`src/rtl/onehot_scan_decoder.sv`:
```
// rtl/onehot_scan_decoder.sv - registered one-hot decoder with direct and masked autonomous scan modes
//
// Drives multiplexed loads (digit anodes, LED banks) from a registered one-hot
// or one-cold vector. Direct mode decodes sel; scan mode rotates through the
// unmasked channels once every TICK_DIV clock cycles.
//
// Parameters:
//   SEL_W       select / index width, output count is 2**SEL_W
//   TICK_DIV    clock cycles per scan step, >= 1
//   ACTIVE_LOW  1 = one-cold output (inactive 1, active channel 0)
//
// Ports:
//   clk      system clock, rising edge
//   reset_n  synchronous active-low reset
//   en       global enable; low blanks y and freezes idx
//   mode     0 = direct decode of sel, 1 = scan
//   sel      channel select for direct mode
//   mask     bit i forces channel i inactive and makes scan skip it
//   y        registered channel drive
//   idx      registered current channel index
//   tick     registered one-cycle pulse on each scan step

module onehot_scan_decoder #(
    parameter int SEL_W      = 3,
    parameter int TICK_DIV   = 100000,
    parameter bit ACTIVE_LOW = 1'b0
) (
    input  logic                     clk,
    input  logic                     reset_n,
    input  logic                     en,
    input  logic                     mode,
    input  logic [SEL_W-1:0]         sel,
    input  logic [(1 << SEL_W)-1:0]  mask,
    output logic [(1 << SEL_W)-1:0]  y,
    output logic [SEL_W-1:0]         idx,
    output logic                     tick
);

    localparam int OUT_N = 1 << SEL_W;

    // A single-cycle period still needs a one-bit counter so the terminal
    // compare below is well formed; it then simply stays at zero.
    localparam int PCNT_W = (TICK_DIV > 1) ? $clog2(TICK_DIV) : 1;

    localparam logic [PCNT_W-1:0] PCNT_LAST = PCNT_W'(TICK_DIV - 1);
    localparam logic [OUT_N-1:0]  Y_IDLE    = ACTIVE_LOW ? {OUT_N{1'b1}} : {OUT_N{1'b0}};

    logic [PCNT_W-1:0] pcnt;
    logic [PCNT_W-1:0] pcnt_next;
    logic [SEL_W-1:0]  idx_next;
    logic [SEL_W-1:0]  scan_next;
    logic [SEL_W-1:0]  cand;
    logic              found;
    logic              tick_next;
    logic [OUT_N-1:0]  y_next;

    // Drive pattern for channel i: lit unless masked, then polarity applied.
    function automatic logic [OUT_N-1:0] drive_for(
        input logic [SEL_W-1:0] i,
        input logic [OUT_N-1:0] m
    );
        logic [OUT_N-1:0] oh;
        oh = '0;
        if (!m[i]) begin
            oh[i] = 1'b1;
        end
        return ACTIVE_LOW ? ~oh : oh;
    endfunction

    // Cyclic search for the first unmasked channel after idx. The offset
    // starts at 1 so the current channel is only kept when nothing else is
    // available; the SEL_W-bit add provides the wrap to channel 0.
    always_comb begin
        scan_next = idx;
        found     = 1'b0;
        cand      = '0;
        for (int k = 1; k < OUT_N; k++) begin
            cand = idx + SEL_W'(k);
            if (!found && !mask[cand]) begin
                scan_next = cand;
                found     = 1'b1;
            end
        end
    end

    // Next-state selection. The output pattern is derived from idx_next so
    // y and idx always move together on the same edge.
    always_comb begin
        idx_next  = idx;
        pcnt_next = '0;
        tick_next = 1'b0;
        y_next    = Y_IDLE;
        if (en) begin
            if (!mode) begin
                idx_next = sel;
            end else if (pcnt == PCNT_LAST) begin
                idx_next  = scan_next;
                tick_next = 1'b1;
            end else begin
                pcnt_next = pcnt + PCNT_W'(1);
            end
            y_next = drive_for(idx_next, mask);
        end
    end

    always_ff @(posedge clk) begin
        if (!reset_n) begin
            idx  <= '0;
            pcnt <= '0;
            tick <= 1'b0;
            y    <= Y_IDLE;
        end else begin
            idx  <= idx_next;
            pcnt <= pcnt_next;
            tick <= tick_next;
            y    <= y_next;
        end
    end

endmodule
```
`config.mk`:
```
export PLATFORM = sky130hd
export DESIGN_NAME = onehot_scan_decoder
export DESIGN_NICKNAME = d
export VERILOG_FILES = /design/src/rtl/onehot_scan_decoder.sv
export SDC_FILE = /design/constraint.sdc
export NUM_CORES = 1
export LEC_CHECK = 0
export BUFFER_PORTS_ARGS = -buffer_cell sky130_fd_sc_hd__buf_2
export CAP_MARGIN = 20
export CORE_MARGIN = 1.5
export CORE_UTILIZATION = 60
export CTS_CLUSTER_DIAMETER = 80
export DETAILED_ROUTE_END_ITERATION = 16
export PLACE_DENSITY = 0.85
export SYNTH_ARGS = -nofsm -noshare
export SYNTH_HDL_FRONTEND = slang
export SYNTH_SLANG_ARGS = --single-unit
```
`constraint.sdc`:
```
create_clock -name clk -period 6.05 [get_ports clk]
set_clock_uncertainty 0.1 [all_clocks]
set_input_delay 0.9075 -clock clk [delete_from_list [all_inputs] [get_ports clk]]
set_output_delay 0.9075 -clock clk [all_outputs]
set_load 0.01 [all_outputs]
```
* Yosys cells after proc, flatten, opt, wreduce, memory -nomap -nowiden
Cells that the tools add are included.
Storage, ports and cells: register bits after elaboration 29, latch bits 0, memory bits (writable) 0, bits in read-only memories 0, bits of input ports 15, memories 0
Cells by class: $add $sub $neg 8, multiply operators 0, divide/modulo/power cells 0, magnitude comparators 9, equality and inequality tests 1, shift operators 0, multiplexer cells 35, bitwise operators 4, reductions and logical operators 22
Operators by type and width (number):
- $lt A3 B4 Y1 const B | 8
- $mux W3 | 10
- $bmux W1 S3 | 8
- $add A17 B1 Y17 const B | 1
- $eq A17 B17 Y1 const B | 1
- $mux W1 | 16
- $add A3 B3 Y3 const B | 4
- $logic_not A1 Y1 | 11
- $logic_and A1 B1 Y1 | 7
- $add A3 B2 Y3 const B | 2
- $not A1 Y1 | 4
- $reduce_or A4 Y1 | 1
- $add A3 B1 Y3 const B | 1
- $demux W1 S3 | 1
- $ge A3 B1 Y1 const B | 1
- $reduce_and A3 Y1 | 1
- $reduce_and A2 Y1 | 1
- $reduce_or A2 Y1 | 1

* Logic depth before layout (Yosys ltp)
Gate-level depths: netlist (run 1).
word-level depth 28, gate-level depth with buffers 13, mapped depth without buffers 9

* Least setup slack after synthesis (run 1)
Ideal clock, no wire load.
path kind register -> register, start point reg idx[1], end point reg y[2], library setup time 92 ps, arrival time 3191 ps, required time 5858 ps, slack 2667 ps, cell stages (with the launch flop) 13, path buffers 3, clock period less this slack 3383 ps, cell sequence dfxtp_1 > buf_6 > clkbuf_1 > inv_1 > ha_1 > buf_4 > mux2i_1 > nand2_1 > mux4_2 > or3_1 > and3b_1 > a21o_1 > nor4_1
Between the ends: longest elaborated chain between the ends 28, elaborated cells on any way between the ends 62, classes of those cells add/sub: 7; order compare: 2; mux: 34; reduce/logical: 19
RTL lines:
- start, declared | line 35 | output logic [SEL_W-1:0] idx,
- start signal, assigned | line 113 | idx <= idx_next;
- $add A3 B2 Y3 | line 78 | cand = idx + SEL_W'(k);
- $bmux W1 S3 | line 79 | if (!found && !mask[cand]) begin
- $mux W1 (implied by the code) | line 79
- $logic_not A1 Y1 | line 79
- $logic_and A1 B1 Y1 | line 79
- $mux W1 | line 79
- $logic_not A1 Y1 | line 79
- $logic_and A1 B1 Y1 | line 79
- [... 12 more ...]
- $mux W3 | line 79
- $mux W3 (*) | line 96 | end else if (pcnt == PCNT_LAST) begin
- $mux W3 (*) | line 94 | if (!mode) begin
- $mux W3 (*) | line 93 | if (en) begin
- $lt A3 B4 Y1 (implied by the code) or $ge A3 B1 Y1 (tied branches) | line 65 | oh[i] = 1'b1;
- $logic_and A1 B1 Y1 (implied by the code) | line 65
- $mux W1 (implied by the code) | line 65
- $demux W1 S3 | line 65
- end signal, assigned | line 116 | y <= y_next;
- end, declared | line 34 | output logic [(1 << SEL_W)-1:0] y,
Every way passes the cells marked *; elsewhere a longest branch is shown, timed or not. The select of a mux whose other input is x is not followed. A chain may end at the register's enable or synchronous reset.

* Final worst setup path (run 1)
start point reg idx[0], end point reg y[6]
Same word-level chain as after synthesis.

==> results.sh, run 1 <==
export IMPL_slew_headroom_pct=42.47
export IMPL_worstMarginPinSlew_ns=0.8618
export IMPL_synth_top_area_share_pct=24.85
export IMPL_core_area_um2=3689
export IMPL_synth_compound_area_share_pct=13.77
export IMPL_syn_num_nets=280
export IMPL_clkLatencyLatePin_ns=0.28
export IMPL_synth_top_family_by_area="multiplexers"
export IMPL_ys_flop_type="dfxtp_1"
export IMPL_p_total_mw=0.5672
export IMPL_synth_cell_types=52
export IMPL_die_area_um2=4277
export IMPL_status="complete, no violations"
export IMPL_synth_seq_cells=29
export IMPL_power_density_nw_per_um2=222.7
export IMPL_grt_total_usage_pct=30.78
export IMPL_criticalPathCategory="reg -> reg"
export IMPL_clock_sinks=29
export IMPL_final_nets=296
export IMPL_rsz0062_at_grt="no"
export IMPL_p_leak_nw=0.9211
export IMPL_cts_tree="yes"
export IMPL_synthAdderAreaFrac_pct=1.607
export IMPL_yosys_top_cells_area="dfxtp_1 (25%), mux4_2 (14%), mux2i_1 (5.6%), nor2_1 (4.3%), xor2_1 (3.7%)"
export IMPL_setup_viol=0
export IMPL_cts_setup_buffers=0
export IMPL_async_flop_share_pct=0
export IMPL_antenna_found_initial=0
export IMPL_wl_mm=6.084
export IMPL_gp_congestion=0.9555
export IMPL_cts_resized=0
export IMPL_hold_viol=0
export IMPL_yosysWarnings=0
export IMPL_holdBufCountCts=0
export IMPL_p_clk_share_pct=37.0
export IMPL_portBuffers=26
export IMPL_yosys_area_share_simple_pct=22.98
export IMPL_grt_pass1_wl_mm=10.21
export IMPL_first_global_vias=2067
export IMPL_initial_utilization_pct=63.33
export IMPL_drv_cap=0
export IMPL_io_pins=27
export IMPL_wl_per_cell_um=18.61
export IMPL_via_per_inst=6.841
export IMPL_dp_hpwl_mm=4.128
export IMPL_grt_max_degree=20
export IMPL_drc=0
export IMPL_fmax_mhz=232.8
export IMPL_hold_path_class="reg -> reg"
export IMPL_drive_gt1_share_pct=21.86
export IMPL_postSynthCellCount=262
export IMPL_clk_path_buf_depth=2
export IMPL_synthXorXnorAreaFrac_pct=7.070
export IMPL_p_sw_mw=0.1721
export IMPL_first_pass_iters=5
export IMPL_die_w_um=65.40
export IMPL_h_tree_depth=2
export IMPL_area_growth_pct=9.052
export IMPL_antenna_left=0
export IMPL_period_minus_slack_ns=4.296
export IMPL_cts_clk_slew_worst_paths_ns=0.06
export IMPL_drv_slew=0
export IMPL_power_report_internal_total_mw=0.3951
export IMPL_combPwrFrac_pct=27.7
export IMPL_fp_dieH_um=65.40
export IMPL_num_rows=22
export IMPL_p_seq_share_pct=35.3
export IMPL_start_kind="flop"
export IMPL_p_sw_share_pct=30.35
export IMPL_yosysSeqAreaShare_pct=24.85
export IMPL_n_antenna_cell=0
export IMPL_cts_made_buffers=5
export IMPL_drtIter0Drc=236
export IMPL_critPathMaxFanout=19
export IMPL_overflow=0
export IMPL_period_share_pct=71.00
export IMPL_synth_area_per_cell_um2=8.916
export IMPL_vdd_drop_max_mv=0.2387
export IMPL_cts_root_buf="clkbuf_8"
export IMPL_synth_edf_count=0
export IMPL_yosys_area_top_type="dfxtp_1"
export IMPL_via_count=2237
export IMPL_synth_area_mux_share_pct=23.25
export IMPL_tns_ns=0
export IMPL_critical_path_endpoint_type="flop"
export IMPL_arrival_ns=4.38
export IMPL_cp_required_ns=6.13
export IMPL_syn_area_um2=2336
## power by group through the flow
stage | logic (mW) | clock network, mW | registers (mW)
global route | 0.166 | 0.220 | 0.201
finish | 0.157 | 0.210 | 0.200
CTS | 0.152 | 0.212 | 0.200
detailed placement | 0.150 | 0 | 0.204
floorplan | 0.124 | 0 | 0.200
global placement | 0.148 | 0 | 0.204
## final timing paths
check	cells after the start	to	slack [ns]	start
min reg2reg	1	pcnt[0]	0.41	pcnt[0]
min	1	pcnt[0]	0.41	pcnt[0]
max reg2reg	9	y[6]	1.75	idx[0]
max	9	y[6]	1.75	idx[0]
## sequential cells by signal (all words and copies together), names as in the netlist
name,flops
pcnt,17
y,8
idx,3
tick,1
## metal layers
layer  track usage (%)  vias up  wire, um
met5                 0        -         0
met2             47.83      128      2918
met1             43.17     1072      2525
met4             10.68        0       159
met3             5.651       18       481
li1                  -     1019         -
## cell usage after synthesis (3+ instances only)
cell       count
dfxtp_1       29
nor2_1        27
nand3_1       17
mux4_2        15
mux2i_1       13
inv_1         12
nor4_1        11
buf_2         10
nand2_1       10
xor2_1        10
nor3_1         7
o21ai_0        7
xnor2_1        7
nand4_1        6
nor2b_1        5
or3_1          5
a21oi_1        4
and3_1         4
clkbuf_1       4
mux2_2         4
nand2b_1       4
a2111oi_0      3
a211oi_1       3
a221o_1        3
a221oi_1       3
ha_1           3
## per-stage QoR
step	area, um2	util [%]	hold WS (ns)	setup WS [ns]	std cells
floorplan	2336	-	0.3534	2.667	262
global placement	2431	65.91	0.3816	1.941	319
detailed placement	2431	65.91	0.3920	1.808	319
CTS	2547	69.06	0.4190	1.793	327
global route	2547	69.06	0.4283	1.385	327
finish	2547	69.06	0.4130	1.754	327
## cells by family (layout without fill, tap and decap cells)
logic type	Yosys count	after routing
simple gates	104	104
buf+inv	31	48
mux	34	34
fa+ha+maj	3	3
flops	29	29
compound gates	43	43
xor+xnor	18	18
## placed cells by master (no fill, tap or decap), drive strengths merged, types with 2 or more instances in the layout
cell and count:
nand4 6, mux2i 13, nor2 27, nand2b 4, o21ai 9, dfxtp 29
nor4 11, and3 4, a21o 2, nand2 10, xor2 11, a2111oi 3
inv 13, clkbuf 7, a21boi 2, o211a 2, a221oi 4, or3 5
buf 27, nand3 17, nor3 7, ha 3, o2111ai 2, nor2b 5
a211oi 3, o31ai 2, xnor2 7, and2 2, or2 2, mux2 6
mux4 15, a21oi 4, a221o 3
## worst max-delay path, stage by stage (launching register included)
cell	delay (ns)
dfxtp_1	0.86
inv_2	0.29
ha_1	0.84
mux2i_1	0.37
nand2_1	0.08
mux4_2	0.45
or3_1	0.44
and3b_1	0.22
a21o_1	0.25
nor4_1	0.29
## final cells by class
cell class / instances / area, um2
Tap cell: 48 / 60.06
Multi-Input combinational cell: 202 / 1604
Sequential cell: 29 / 580.6
Fill cell: 271 / 1141
Clock buffer: 7 / 86.33
Clock inverter: 1 / 30.03
Inverter: 13 / 48.80
Timing Repair Buffer: 27 / 137.6
No activity file was read; power rests on OpenSTA's default activity.
==> run 2, diff against run 1 <==
Settings changed: ABC_AREA set to 1, CORE_UTILIZATION 60 to 58, PLACE_DENSITY 0.85 to 0.83.
Clock period 6.05 ns to 4.3 ns, I/O delays scaled along.
==> run 2 against run 1 <==
  * Sequential share of layout area grew 2.3 points
  * Largest power group is now registers
  * Utilization fell by 0.70 points
  * First-iteration DRC count down 50%
  * Setup slack worse by 0.75 ns
  * Cell count grew 25%
  * Largest cell class unchanged
  * Register-to-register slack got worse by 0.75 ns
  * Critical path depth rose by 9
==> results.sh, run 2 <==
export IMPL_arrival_ns=3.46
export IMPL_setup_viol=0
export IMPL_antenna_left=0
export IMPL_fp_dieH_um=62.95
export IMPL_dp_hpwl_mm=3.796
export IMPL_drv_slew=0
export IMPL_cts_made_buffers=5
export IMPL_core_area_um2=3390
export IMPL_r2r_setup_slack_ns=1.00
export IMPL_portBuffers=26
export IMPL_cp_required_ns=4.46
export IMPL_hp_start="pcnt[0]"
export IMPL_die_area_um2=3963
export IMPL_yosys_area_top_type="dfxtp_1"
export IMPL_criticalPathCategory="reg -> reg"
export IMPL_initial_utilization_pct=61.50
export IMPL_hold_ws_ns=0.3483
export IMPL_cts_clk_slew_worst_paths_ns=0.09
export IMPL_syn_num_nets=353
export IMPL_tns_ns=0
export IMPL_slew_headroom_pct=65.05
export IMPL_fmax_mhz=303.3
export IMPL_ys_flop_type="dfxtp_1"
export IMPL_wl_mm=4.773
export IMPL_first_global_vias=1960
export IMPL_start_kind="flop"
export IMPL_cts_root_buf="clkbuf_4"
export IMPL_final_cell_mix="nand2_1 (100), inv_1 (43), nand3_1 (38)"
export IMPL_cts_setup_buffers=0
export IMPL_io_pins=27
export IMPL_synth_seq_cells=29
export IMPL_via_count=2184
export IMPL_wl_per_cell_um=11.64
export IMPL_grt_pass1_wl_mm=8.286
export IMPL_yosysWarnings=0
export IMPL_period_minus_slack_ns=3.297
export IMPL_via_per_inst=5.327
export IMPL_synth_edf_count=0
export IMPL_cts_resized=0
export IMPL_status="complete, no violations"
export IMPL_final_common_cell="nand2_1"
export IMPL_cts_tree="yes"
export IMPL_drc=0
export IMPL_seq_area_um2=580.6
export IMPL_worstHoldEndpoint="pcnt[0]"
export IMPL_n_antenna_cell=0
export IMPL_drive_gt1_share_pct=18.68
export IMPL_clkLatencyLatePin_ns=0.33
export IMPL_period_share_pct=76.68
export IMPL_rsz0062_at_grt="no"
export IMPL_synth_cell_types=31
export IMPL_min_path_cells=1
export IMPL_r2r_start="idx[0]"
export IMPL_critPathMaxFanout=13
export IMPL_hold_path_class="reg -> reg"
export IMPL_clock_sinks=29
export IMPL_vdd_drop_max_mv=0.3826
export IMPL_synth_common_cells="nand2_1 (100), inv_1 (43), nand3_1 (38), dfxtp_1 (29), nor2_1 (24)"
export IMPL_grt_total_usage_pct=25.50
export IMPL_synth_top_area_share_pct=27.85
export IMPL_largest_reg_flops=17
export IMPL_worstMarginPinSlew_ns=0.5195
export IMPL_p_total_mw=0.7017
export IMPL_die_w_um=62.95
export IMPL_top_register="pcnt"
export IMPL_overflow=0
export IMPL_grt_max_degree=14
export IMPL_gp_congestion=0.8831
export IMPL_postSynthCellCount=335
export IMPL_drv_cap=0
export IMPL_antenna_found_initial=0
export IMPL_first_pass_iters=4
export IMPL_power_density_nw_per_um2=302.8
export IMPL_clk_path_buf_depth=2
export IMPL_h_tree_depth=2
export IMPL_synth_most_common_cell="nand2_1"
export IMPL_area_growth_pct=11.16
export IMPL_p_leak_nw=1.095
export IMPL_reg2reg_depth=18
export IMPL_async_flop_share_pct=0
export IMPL_critical_path_endpoint_type="flop"
export IMPL_holdBufCountCts=0
export IMPL_yosys_top_cells_area="dfxtp_1 (28%), nand2_1 (18%), nand3_1 (9.1%), inv_1 (7.7%), nor2_1 (4.3%)"
export IMPL_num_rows=21
export IMPL_multi_input_area_um2=1300
export IMPL_final_nets=382
export IMPL_reg2reg_to="y[4]"
export IMPL_top_regs="pcnt: 17 flops, y: 8 flops, idx: 3 flops"
export IMPL_syn_area_um2=2084
export IMPL_fillerInstances=301
export IMPL_yosysSeqAreaShare_pct=27.85
export IMPL_drtIter0Drc=117
export IMPL_synth_area_per_cell_um2=6.222
export IMPL_hold_viol=0
run 2: cell types whose count changed after synthesis, sizes merged, moves of 6 or more:
cell and delta:
nand2 +100, inv +34, nand3 +29, mux4 -15, mux2i -13, buf -11
a21oi +9, nor2 +8, xor2 -8, mux2 -6, xnor2 -6
run 2: how the worst max path moves through the flow:
stage	slack [ns]	cells after the start	to	startpoint
after floorplan	1.48	21	y[0]	idx[1]
after global placement	1.11	21	y[0]	idx[0]
after detailed placement	1.07	21	y[4]	idx[0]
after CTS	1.02	20	y[4]	idx[0]
after global routing	0.61	21	y[6]	idx[0]
final	1.00	18	y[4]	idx[0]
run 2: cell type report:
class                      instances  area share [%]
clock buffer                       5           1.620
clock inverter                     2           1.512
tap                               46           2.484
timing repair buffer              26           5.616
sequential                        29           25.05
inverter                          47           7.613
multi-input combinational        255           56.10
run 2: logic make-up after synthesis:
group / after synthesis / synth area share, %
simple gates: 219 / 51.68
buf+inv: 51 / 9.783
flops: 29 / 27.85
compound gates: 29 / 7.203
xor+xnor: 4 / 1.681
fa+ha+maj: 3 / 1.801
run 2: report_power, final:
part	switching, mW	leakage (nW)	total (mW)	internal [mW]
combinational	0.142	0.819	0.210	0.0684
clock	0.0943	0.0410	0.213	0.118
sequential	0.00669	0.235	0.279	0.272
total	0.243	1.10	0.702	0.459
run 2: worst max-delay path, cell delays in order (launching register included):
cell and delay [ns]:
dfxtp_1 0.58, inv_2 0.17, ha_1 0.42, inv_1 0.15, nand3_1 0.16, nand3_1 0.09, nand2_1 0.18, inv_1 0.11
nor3_1 0.25, nand3_1 0.11, nand2_1 0.08, nand2_1 0.04, nand2_1 0.08, nand2_1 0.07, nand2_1 0.17, inv_1 0.10
nor2_1 0.18, nand2_1 0.09, nor2_2 0.11
run 2: layer usage:
| layer | track usage [%] | wire [um] | share of wire, % |
|---|---|---|---|
| met2 | 40.96 | 2186 | 46 |
| met3 | 3.784 | 178 | 3.7 |
| met5 | 0 | 0 | 0 |
| met1 | 33.82 | 2305 | 48 |
| met4 | 11.11 | 102 | 2.1 |
run 2: metrics by stage:
stage	instances	setup WS (ns)	util (%)	cell area [um2]
finish	410	1.003	68.36	2317
global placement	403	1.108	66.22	2245
global route	410	0.6097	68.36	2317
detailed placement	403	1.070	66.22	2245
floorplan	335	1.482	-	2085
CTS	410	1.021	68.36	2317
